**src/rtl/cacc_dlv_rd_pipe_if.sv**
```systemverilog
// rtl/cacc_dlv_rd_pipe_if.sv - request, RAM and SDP signal bundle for the CACC delivery read pipe
interface cacc_dlv_rd_pipe_if #(
    parameter int DW = 512,
    parameter int AW = 6
);
    logic          dbuf_rd_en;
    logic [AW-1:0] dbuf_rd_addr;
    logic          dbuf_rd_layer_end;
    logic          dbuf_rd_ready;
    logic          ram_rd_en;
    logic [AW-1:0] ram_rd_addr;
    logic [DW-1:0] ram_rd_data;
    logic          cacc2sdp_valid;
    logic          cacc2sdp_ready;
    logic [DW:0]   cacc2sdp_pd;
    logic          dlv_layer_done;
    logic [31:0]   dlv_stall_cnt;

    modport slave (
        input  dbuf_rd_en, dbuf_rd_addr, dbuf_rd_layer_end, ram_rd_data, cacc2sdp_ready,
        output dbuf_rd_ready, ram_rd_en, ram_rd_addr, cacc2sdp_valid, cacc2sdp_pd,
               dlv_layer_done, dlv_stall_cnt
    );

    modport master (
        output dbuf_rd_en, dbuf_rd_addr, dbuf_rd_layer_end, ram_rd_data, cacc2sdp_ready,
        input  dbuf_rd_ready, ram_rd_en, ram_rd_addr, cacc2sdp_valid, cacc2sdp_pd,
               dlv_layer_done, dlv_stall_cnt
    );
endinterface

```
**src/rtl/cacc_dlv_rd_pipe.sv**
```systemverilog
// rtl/cacc_dlv_rd_pipe.sv - credit-controlled RAM read pipe feeding SDP through an output FIFO
// Optional stall counter: NVDLA_CACC_DLV_STALL_CNT_EN.
module cacc_dlv_rd_pipe #(
    parameter int DW        = 512,
    parameter int AW        = 6,
    parameter int RD_LAT    = 2,
    parameter int OUT_DEPTH = 4
) (
    input  logic                 nvdla_core_clk,
    input  logic                 nvdla_core_rstn,
    cacc_dlv_rd_pipe_if.slave    io
);
    localparam int CW = $clog2(OUT_DEPTH + 1);
    localparam int PW = (OUT_DEPTH > 1) ? $clog2(OUT_DEPTH) : 1;

    logic [CW-1:0]        crd_q, crd_d;
    logic [CW-1:0]        cnt_q, cnt_d;
    logic [PW-1:0]        wr_ptr_q, wr_ptr_d;
    logic [PW-1:0]        rd_ptr_q, rd_ptr_d;
    logic [RD_LAT-1:0]    vld_pipe_q, vld_pipe_d;
    logic [RD_LAT-1:0]    le_pipe_q, le_pipe_d;
    logic [DW-1:0]        dat_mem_q [OUT_DEPTH];
    logic [DW-1:0]        dat_mem_d [OUT_DEPTH];
    logic [OUT_DEPTH-1:0] le_mem_q, le_mem_d;
    logic                 layer_done_q, layer_done_d;

    logic acc, push, pop, rd_ready, out_valid;

    function automatic logic [PW-1:0] ptr_inc(input logic [PW-1:0] p);
        return (p == PW'(OUT_DEPTH - 1)) ? '0 : p + PW'(1);
    endfunction

    // Ready looks only at the registered credit so it never depends on dbuf_rd_en or the current pop.
    assign rd_ready  = (crd_q < CW'(OUT_DEPTH));
    assign acc       = io.dbuf_rd_en & rd_ready;
    assign push      = vld_pipe_q[RD_LAT-1];
    assign out_valid = (cnt_q != '0);
    assign pop       = out_valid & io.cacc2sdp_ready;

    assign io.dbuf_rd_ready  = rd_ready;
    assign io.ram_rd_en      = acc;
    assign io.ram_rd_addr    = io.dbuf_rd_addr;
    assign io.cacc2sdp_valid = out_valid;
    assign io.cacc2sdp_pd    = {le_mem_q[rd_ptr_q], dat_mem_q[rd_ptr_q]};
    assign io.dlv_layer_done = layer_done_q;

    always_comb begin
        vld_pipe_d    = '0;
        le_pipe_d     = '0;
        vld_pipe_d[0] = acc;
        le_pipe_d[0]  = acc & io.dbuf_rd_layer_end;
        for (int i = 1; i < RD_LAT; i++) begin
            vld_pipe_d[i] = vld_pipe_q[i-1];
            le_pipe_d[i]  = le_pipe_q[i-1];
        end
    end

    always_comb begin
        crd_d = crd_q;
        case ({acc, pop})
            2'b10:   crd_d = crd_q + CW'(1);
            2'b01:   crd_d = crd_q - CW'(1);
            default: crd_d = crd_q;
        endcase
    end

    always_comb begin
        cnt_d     = cnt_q;
        wr_ptr_d  = wr_ptr_q;
        rd_ptr_d  = rd_ptr_q;
        dat_mem_d = dat_mem_q;
        le_mem_d  = le_mem_q;
        if (push) begin
            dat_mem_d[wr_ptr_q] = io.ram_rd_data;
            le_mem_d[wr_ptr_q]  = le_pipe_q[RD_LAT-1];
            wr_ptr_d            = ptr_inc(wr_ptr_q);
        end
        if (pop) begin
            rd_ptr_d = ptr_inc(rd_ptr_q);
        end
        case ({push, pop})
            2'b10:   cnt_d = cnt_q + CW'(1);
            2'b01:   cnt_d = cnt_q - CW'(1);
            default: cnt_d = cnt_q;
        endcase
    end

    always_comb begin
        layer_done_d = pop & io.cacc2sdp_pd[DW];
    end

    always_ff @(posedge nvdla_core_clk) begin
        if (!nvdla_core_rstn) begin
            crd_q        <= '0;
            cnt_q        <= '0;
            wr_ptr_q     <= '0;
            rd_ptr_q     <= '0;
            vld_pipe_q   <= '0;
            le_pipe_q    <= '0;
            le_mem_q     <= '0;
            layer_done_q <= 1'b0;
        end else begin
            crd_q        <= crd_d;
            cnt_q        <= cnt_d;
            wr_ptr_q     <= wr_ptr_d;
            rd_ptr_q     <= rd_ptr_d;
            vld_pipe_q   <= vld_pipe_d;
            le_pipe_q    <= le_pipe_d;
            le_mem_q     <= le_mem_d;
            layer_done_q <= layer_done_d;
        end
    end

    // Payload storage carries no reset; occupancy and pointers decide what is visible.
    always_ff @(posedge nvdla_core_clk) begin
        dat_mem_q <= dat_mem_d;
    end

`ifdef NVDLA_CACC_DLV_STALL_CNT_EN
    logic [31:0] stall_cnt_q, stall_cnt_d;

    always_comb begin
        stall_cnt_d = stall_cnt_q;
        if (layer_done_q) begin
            stall_cnt_d = '0;
        end else if (out_valid & ~io.cacc2sdp_ready & (stall_cnt_q != '1)) begin
            stall_cnt_d = stall_cnt_q + 32'd1;
        end
    end

    always_ff @(posedge nvdla_core_clk) begin
        if (!nvdla_core_rstn) begin
            stall_cnt_q <= '0;
        end else begin
            stall_cnt_q <= stall_cnt_d;
        end
    end

    assign io.dlv_stall_cnt = stall_cnt_q;
`else
    assign io.dlv_stall_cnt = 32'd0;
`endif
endmodule

```
**src/flat_wrapper.sv**
```systemverilog
// flat-port wrapper written by rule: the top's interface ports become plain ports
module cacc_dlv_rd_pipe_flat 
#(
    parameter int DW        = 512,
    parameter int AW        = 6,
    parameter int RD_LAT    = 2,
    parameter int OUT_DEPTH = 4
)
  (nvdla_core_clk, nvdla_core_rstn, io_dbuf_rd_en, io_dbuf_rd_addr, io_dbuf_rd_layer_end, io_ram_rd_data, io_cacc2sdp_ready, io_dbuf_rd_ready, io_ram_rd_en, io_ram_rd_addr, io_cacc2sdp_valid, io_cacc2sdp_pd, io_dlv_layer_done, io_dlv_stall_cnt);
  cacc_dlv_rd_pipe_if #(.DW(DW), .AW(AW)) io_i ();
  input  logic nvdla_core_clk;
  input  logic nvdla_core_rstn;
  input wire logic [$bits(io_i.dbuf_rd_en)-1:0] io_dbuf_rd_en;
  input wire logic [$bits(io_i.dbuf_rd_addr)-1:0] io_dbuf_rd_addr;
  input wire logic [$bits(io_i.dbuf_rd_layer_end)-1:0] io_dbuf_rd_layer_end;
  input wire logic [$bits(io_i.ram_rd_data)-1:0] io_ram_rd_data;
  input wire logic [$bits(io_i.cacc2sdp_ready)-1:0] io_cacc2sdp_ready;
  output wire logic [$bits(io_i.dbuf_rd_ready)-1:0] io_dbuf_rd_ready;
  output wire logic [$bits(io_i.ram_rd_en)-1:0] io_ram_rd_en;
  output wire logic [$bits(io_i.ram_rd_addr)-1:0] io_ram_rd_addr;
  output wire logic [$bits(io_i.cacc2sdp_valid)-1:0] io_cacc2sdp_valid;
  output wire logic [$bits(io_i.cacc2sdp_pd)-1:0] io_cacc2sdp_pd;
  output wire logic [$bits(io_i.dlv_layer_done)-1:0] io_dlv_layer_done;
  output wire logic [$bits(io_i.dlv_stall_cnt)-1:0] io_dlv_stall_cnt;
  assign io_i.dbuf_rd_en = io_dbuf_rd_en;
  assign io_i.dbuf_rd_addr = io_dbuf_rd_addr;
  assign io_i.dbuf_rd_layer_end = io_dbuf_rd_layer_end;
  assign io_i.ram_rd_data = io_ram_rd_data;
  assign io_i.cacc2sdp_ready = io_cacc2sdp_ready;
  assign io_dbuf_rd_ready = io_i.dbuf_rd_ready;
  assign io_ram_rd_en = io_i.ram_rd_en;
  assign io_ram_rd_addr = io_i.ram_rd_addr;
  assign io_cacc2sdp_valid = io_i.cacc2sdp_valid;
  assign io_cacc2sdp_pd = io_i.cacc2sdp_pd;
  assign io_dlv_layer_done = io_i.dlv_layer_done;
  assign io_dlv_stall_cnt = io_i.dlv_stall_cnt;
  cacc_dlv_rd_pipe #(.DW(DW), .AW(AW), .RD_LAT(RD_LAT), .OUT_DEPTH(OUT_DEPTH)) u_core (.nvdla_core_clk(nvdla_core_clk), .nvdla_core_rstn(nvdla_core_rstn), .io(io_i));
endmodule
```
**config.mk**
```make
export PLATFORM = sky130hd
export DESIGN_NAME = cacc_dlv_rd_pipe_flat
export DESIGN_NICKNAME = d
export VERILOG_FILES = /design/src/rtl/cacc_dlv_rd_pipe_if.sv /design/src/rtl/cacc_dlv_rd_pipe.sv /design/src/flat_wrapper.sv
export SDC_FILE = /design/constraint.sdc
export NUM_CORES = 1
export LEC_CHECK = 0
export BUFFER_PORTS_ARGS = -buffer_cell sky130_fd_sc_hd__buf_2
export CAP_MARGIN = 10
export CORE_AREA = 3 3 416 418
export CTS_BUF_LIST = sky130_fd_sc_hd__clkbuf_4 sky130_fd_sc_hd__clkbuf_8
export CTS_CLUSTER_DIAMETER = 100
export DETAILED_ROUTE_END_ITERATION = 7
export DIE_AREA = 0 0 419 421
export GPL_TIMING_DRIVEN = 1
export PLACE_DENSITY = 0.72
export SLEW_MARGIN = 20
export SYNTH_ARGS = -nofsm -noshare
export SYNTH_HDL_FRONTEND = slang
export SYNTH_SLANG_ARGS = --single-unit
export TNS_END_PERCENT = 10
```
**constraint.sdc**
```tcl
create_clock -name nvdla_core_clk -period 13.73 [get_ports nvdla_core_clk]
set_input_delay 2.746 -clock nvdla_core_clk [delete_from_list [all_inputs] [get_ports nvdla_core_clk]]
set_output_delay 2.746 -clock nvdla_core_clk [all_outputs]
set_load 0.005 [all_outputs]
```
Word-level counts from Yosys, hierarchy flattened --
Cells that the tools add are included.
Operators by class: reductions and logical operators 5, add/subtract/negate cells 6, magnitude comparators 7, muxes and demuxes 15, equal/unequal tests 6, bitwise gates (word level) 6
Operator list (number):
- 2048-bit bitwise mux | 1
- 512-bit two-way mux | 3
- 512-bit binary-select mux with 2-bit select | 1
- 512-bit demux with 2-bit select | 1
- 3-bit case mux with 2 select lines | 2
- 2-bit == test, second input constant | 4
- 3-bit by 1-bit adder with 3-bit output, second input constant | 2
- 3-bit greater-or-equal comparator, second input constant | 2
- 2-bit by 3-bit < comparator with 1-bit output, second input constant | 2
- 2-bit inverter with 3-bit output | 2
- 3-bit by 1-bit subtractor with 3-bit output, second input constant | 2
- 2-bit by 1-bit adder with 2-bit output, second input constant | 2
- 1-bit bitwise AND | 4
- 4-bit bitwise mux | 1
- 2-bit by 1-bit == test with 1-bit output, second input constant | 2
- 2-bit two-way mux | 2
- 2-bit nonzero test | 2
- 3-bit by 1-bit < comparator with 1-bit output, second input constant | 1
- 3-bit < comparator, second input constant | 1
- 3-bit nonzero test | 1
- 1-bit binary-select mux with 2-bit select | 1
- 1-bit demux with 2-bit select | 1
- 2-bit by 1-bit greater-or-equal comparator with 1-bit output, second input constant | 1
- 1-bit logical AND | 2
- 1-bit two-way mux | 2
Word-level totals: register bits after elaboration 2067, input bits 523, logic and storage cells 57, output and inout bits 555

Depth between registers and ports, before layout --
depth in word-level cells 6, depth in mapped cells 8

Worst setup path before layout --
No wires, ideal clock.
path kind register to register, start point register u_core.wr_ptr_q[0], end point register u_core.le_mem_q[3], path buffers 0, arrival time 12997 ps, period minus slack after synthesis 13151 ps, setup time 154 ps, setup slack 579 ps, data required time 13576 ps, stages on the path, launching flop included 5, path through dfxtp_1 ha_1 and2_1 mux2i_1 nor2b_1
Between the ends: word-level cells in the longest chain between the ends 5, elaborated cells on any way between the ends 6, classes of those cells order compare (2); mux (3); reduce/logical (1)
RTL lines:
- from (decl) | line cacc_dlv_rd_pipe.sv:18 | logic [PW-1:0] wr_ptr_q, wr_ptr_d;
- from (signal assigned) | line cacc_dlv_rd_pipe.sv:105 | wr_ptr_q <= wr_ptr_d;
- 2-bit by 3-bit < comparator with 1-bit output (not written as such) / 2-bit by 1-bit greater-or-equal comparator with 1-bit output (equally long branches) | line cacc_dlv_rd_pipe.sv:75 | le_mem_d[wr_ptr_q] = le_pipe_q[RD_LAT-1];
- 1-bit logical AND (not written as such) | line cacc_dlv_rd_pipe.sv:75
- 1-bit two-way mux (not written as such) | line cacc_dlv_rd_pipe.sv:75
- 1-bit demux with 2-bit select *
- 4-bit bitwise mux * | line cacc_dlv_rd_pipe.sv:75
- to (signal assigned) | line cacc_dlv_rd_pipe.sv:109 | le_mem_q <= le_mem_d;
- to (decl) | line cacc_dlv_rd_pipe.sv:24 | logic [OUT_DEPTH-1:0] le_mem_q, le_mem_d;
Mark *: on every way between the ends. The rest lies on a longest branch, timed or not. A chain may end at the register's enable or synchronous reset.

Final worst setup path --
start point register u_core.rd_ptr_q[1], end point output port io_cacc2sdp_pd[83]
Between the ends: word-level cells in the longest chain between the ends 4
RTL lines:
- from (decl) | line cacc_dlv_rd_pipe.sv:19 | logic [PW-1:0] rd_ptr_q, rd_ptr_d;
- from (signal assigned) | line cacc_dlv_rd_pipe.sv:106 | rd_ptr_q <= rd_ptr_d;
- 2-bit inverter with 3-bit output (not written as such) | line cacc_dlv_rd_pipe.sv:44 | assign io.cacc2sdp_pd = {le_mem_q[rd_ptr_q], dat_mem_q[rd_ptr_q]};
- 512-bit binary-select mux with 2-bit select | line cacc_dlv_rd_pipe.sv:44
- 512-bit two-way mux (not written as such) (2 in a row) | line cacc_dlv_rd_pipe.sv:44
- to (decl) | line flat_wrapper.sv:22 | output wire logic [$bits(io_i.cacc2sdp_pd)-1:0] io_cacc2sdp_pd;
No other way between the ends. The select of a mux whose other input is x is not followed.

==> flow_metrics.py <==
metrics = {
    "outcome": {
        "status": "finished clean",
    },
    "setup_path": {
        "required_ns": 10.98,
        "path_cells": "buf_4 > buf_12 > mux4_2 > buf_2",
        "path_max_fanout": 147,
        "critPathKind": "reg -> out",
        "start_kind": "flip-flop",
        "critPathTopFamily": "buffers and inverters",
        "critPathArrivalTime_ns": 4.30,
        "cpMaxStageDelayCell": "dfxtp_4",
        "max_stage_delay_ns": 0.90,
        "worst_setup_path_end_kind": "primary output",
        "critPathBufInv": 3,
    },
    "cts": {
        "cts_root_buffer": "clkbuf_8",
        "post_cts_buffers": 0,
        "cts_tree": "done",
        "cts_num_sinks": 2067,
        "htreeDepth": 5,
        "clockBufferDepth": 4,
        "hold_buffers": 0,
        "clk_pin_slew_ns": 0.06,
        "clock_latency_ns": 1.01,
        "cts_resized": 0,
        "cts_made_buffers": 339,
    },
    "die": {
        "dieArea_um2": 176000,
        "rows": 151,
        "initial_core_util": 0.443,
        "die_h_um": 421,
        "num_io_pins": 1078,
        "fp.dieW_um": 419,
        "core_um2": 169000,
    },
    "place": {
        "detailedPlace.worstSlack_ns": 7.70,
        "port_buffers": 1033,
        "dp_hpwl_um": 108000,
        "gp_congestion": 0.833,
    },
    "drt": {
        "wire_per_inst_um": 26.0,
        "drt_wl_total_um": 171000,
        "via_count": 35000,
        "ant_nets": 0,
        "via_per_inst": 5.32,
        "drt-initial-drc-count": 2596,
        "dr.pass1.iters": 5,
        "drc": 0,
    },
    "worst_hold_path": {
        "min_path_type": "reg -> reg",
    },
    "synthesis": {
        "syn_area_um2": 75100,
        "synth_cells": 2809,
        "synthXorXnorAreaFrac": 0.000467,
        "synth-seq-cells": 2067,
        "synth-simple-area-share": 0.00255,
        "yosys.area_share.adder": 0.00170,
        "synth_mux_area_frac": 0.154,
        "yosys_warnings": 0,
        "syn_area_per_cell_um2": 26.7,
        "ys_seq_area_frac": 0.824,
        "synth_top_family_by_area": "multiplexers",
        "ys_types": 27,
        "synth_compound_area_frac": 0.00107,
    },
    "final_layout": {
        "final_common_cell": "edfxtp_1",
        "fillers": 12800,
        "area_growth_pct": 18.2,
        "fin_nets": 4625,
        "drive_above_1_share": 0.477,
        "layout_common_cells": "2,048 x edfxtp_1, 1,033 x buf_2, 513 x mux4_2",
    },
    "pwr": {
        "ir_drop_mv": 0.167,
        "power.density_nw_per_um2": 158,
        "leakage_uw": 0.0291,
    },
    "sta": {
        "rsz0062_at_grt": "no",
        "fin_crit_sh": 0.513,
        "slew_headroom": 0.168,
        "setup_ws_ns": 6.68,
        "setup_tns_ns": 0,
        "skew_ns": 0.0640,
        "max_freq_mhz": 142,
        "fin_crit_ns": 7.05,
        "tightest_slew_ns": 1.25,
        "setup_viol": 0,
        "drv_slew": 0,
        "hold_viol_final": 0,
    },
    "global_route": {
        "grt_pass1_vias": 36300,
        "met3_usage": 0.0640,
        "grtUsageMet1": 0.225,
        "grt_max_degree": 148,
        "grt_util_all_layers": 0.192,
        "busiest_layer": "met2",
        "grt_util_met2": 0.312,
        "grt-ovfl-total": 0,
        "grt_pass1_wl_um": 247000,
        "antenna_found_initial": 98,
    },
    "flow_run": {
        "drv_cap": 0,
    },
}
-- synth_stat cells (all sizes together) --
master     n  area share
nor2b      4     0.00033
clkbuf    15     0.00075
nor2       1    0.000050
ha         7      0.0012
and3       2     0.00017
o21ai      6     0.00040
a21oi      1    0.000067
dfxtp     19      0.0051
and2      11     0.00092
edfxtp  2048        0.82
nand2      7     0.00035
conb       1    0.000050
a21boi     5     0.00050
xor2       2     0.00023
mux2i      2     0.00027
xnor2      2     0.00023
mux4     513        0.15
nand2b     3     0.00025
nand3      2     0.00013
buf      139       0.014
or3        3     0.00025
nor3b      1     0.00010
inv       12     0.00060
o31ai      1     0.00010
fa         2     0.00053
-- routing by layer --
layer  vias up  routed length, um
li1      14800                  -
met1     18300              61400
met2      1458              86500
met3       492              13900
met4        42               9030
met5         -                288
-- registers in the layout, summed over array words and instances (netlist names) --
register / cells
u_core.cnt_q: 3
u_core.io.dlv_layer_done: 1
u_core.dat_mem_q: 2048
u_core.le_mem_q: 4
u_core.vld_pipe_q: 2
u_core.wr_ptr_q: 2
u_core.crd_q: 3
u_core.le_pipe_q: 2
u_core.rd_ptr_q: 2
-- where the power goes --
group | total, uW | switching [uW] | leakage (uW) | internal [uW]
Combinational | 2050 | 1010 | 0.00720 | 1040
Clock | 4870 | 2260 | 0.00320 | 2600
Sequential | 7120 | 57.8 | 0.0187 | 7060
Total | 14000 | 3330 | 0.0291 | 10700
-- stage by stage --
| step | area, um2 | utilization | hold slack [ns] | instances | power (uW) |
|---|---|---|---|---|---|
| global placement | 82500 | 0.487 | 0.414 | 5970 | 9320 |
| CTS | 88500 | 0.522 | 0.392 | 6533 | 14200 |
| detailed placement | 82500 | 0.487 | 0.422 | 5970 | 9340 |
| global route | 88600 | 0.523 | 0.417 | 6571 | 14600 |
| finish | 88700 | 0.523 | 0.394 | 6592 | 14000 |
| floorplan | 75200 | - | 0.412 | 2840 | 8580 |
-- final timing paths --
path | startpoint | endpoint | slack (ns) | depth (start not counted)
worst max-delay path | u_core.rd_ptr_q[1]$_SDFFE_PN0P_ | io_cacc2sdp_pd[83] | 6.68 | 4
worst min-delay path | u_core.vld_pipe_q[0]$_SDFF_PN0_ | u_core.vld_pipe_q[1]$_SDFF_PN0_ | 0.39 | 1
worst max register to register | u_core.wr_ptr_q[0]$_SDFFE_PN0P_ | u_core.dat_mem_q[1062]$_DFFE_PP_ | 9.43 | 5
worst min register to register | u_core.vld_pipe_q[0]$_SDFF_PN0_ | u_core.vld_pipe_q[1]$_SDFF_PN0_ | 0.39 | 1
-- logic make-up (layout without fill, tap and decap cells) --
| logic type | after synthesis | in the layout |
|---|---|---|
| AOI/OAI and AO/OA | 13 | 13 |
| xor gates and xnor gates | 4 | 4 |
| adders and majority gates | 9 | 9 |
| buffers and inverters | 166 | 1641 |
| DFF | 2067 | 2067 |
| muxes | 515 | 515 |
| other | 1 | 91 |
| and+or+nand+nor | 34 | 34 |
-- area by class of cell --
cell class / instances / area (um2) / area share
diodes: 59 / 148 / 0.00166
clock buffers: 431 / 5420 / 0.0611
clock inverters: 132 / 653 / 0.00736
inverters: 12 / 45.0 / 0.000508
multi-input cells: 607 / 12100 / 0.137
flip-flops and latches: 2067 / 61900 / 0.698
well taps: 2218 / 2780 / 0.0313
repair buffers: 1066 / 5630 / 0.0635
(Power assumes the default switching activity.)
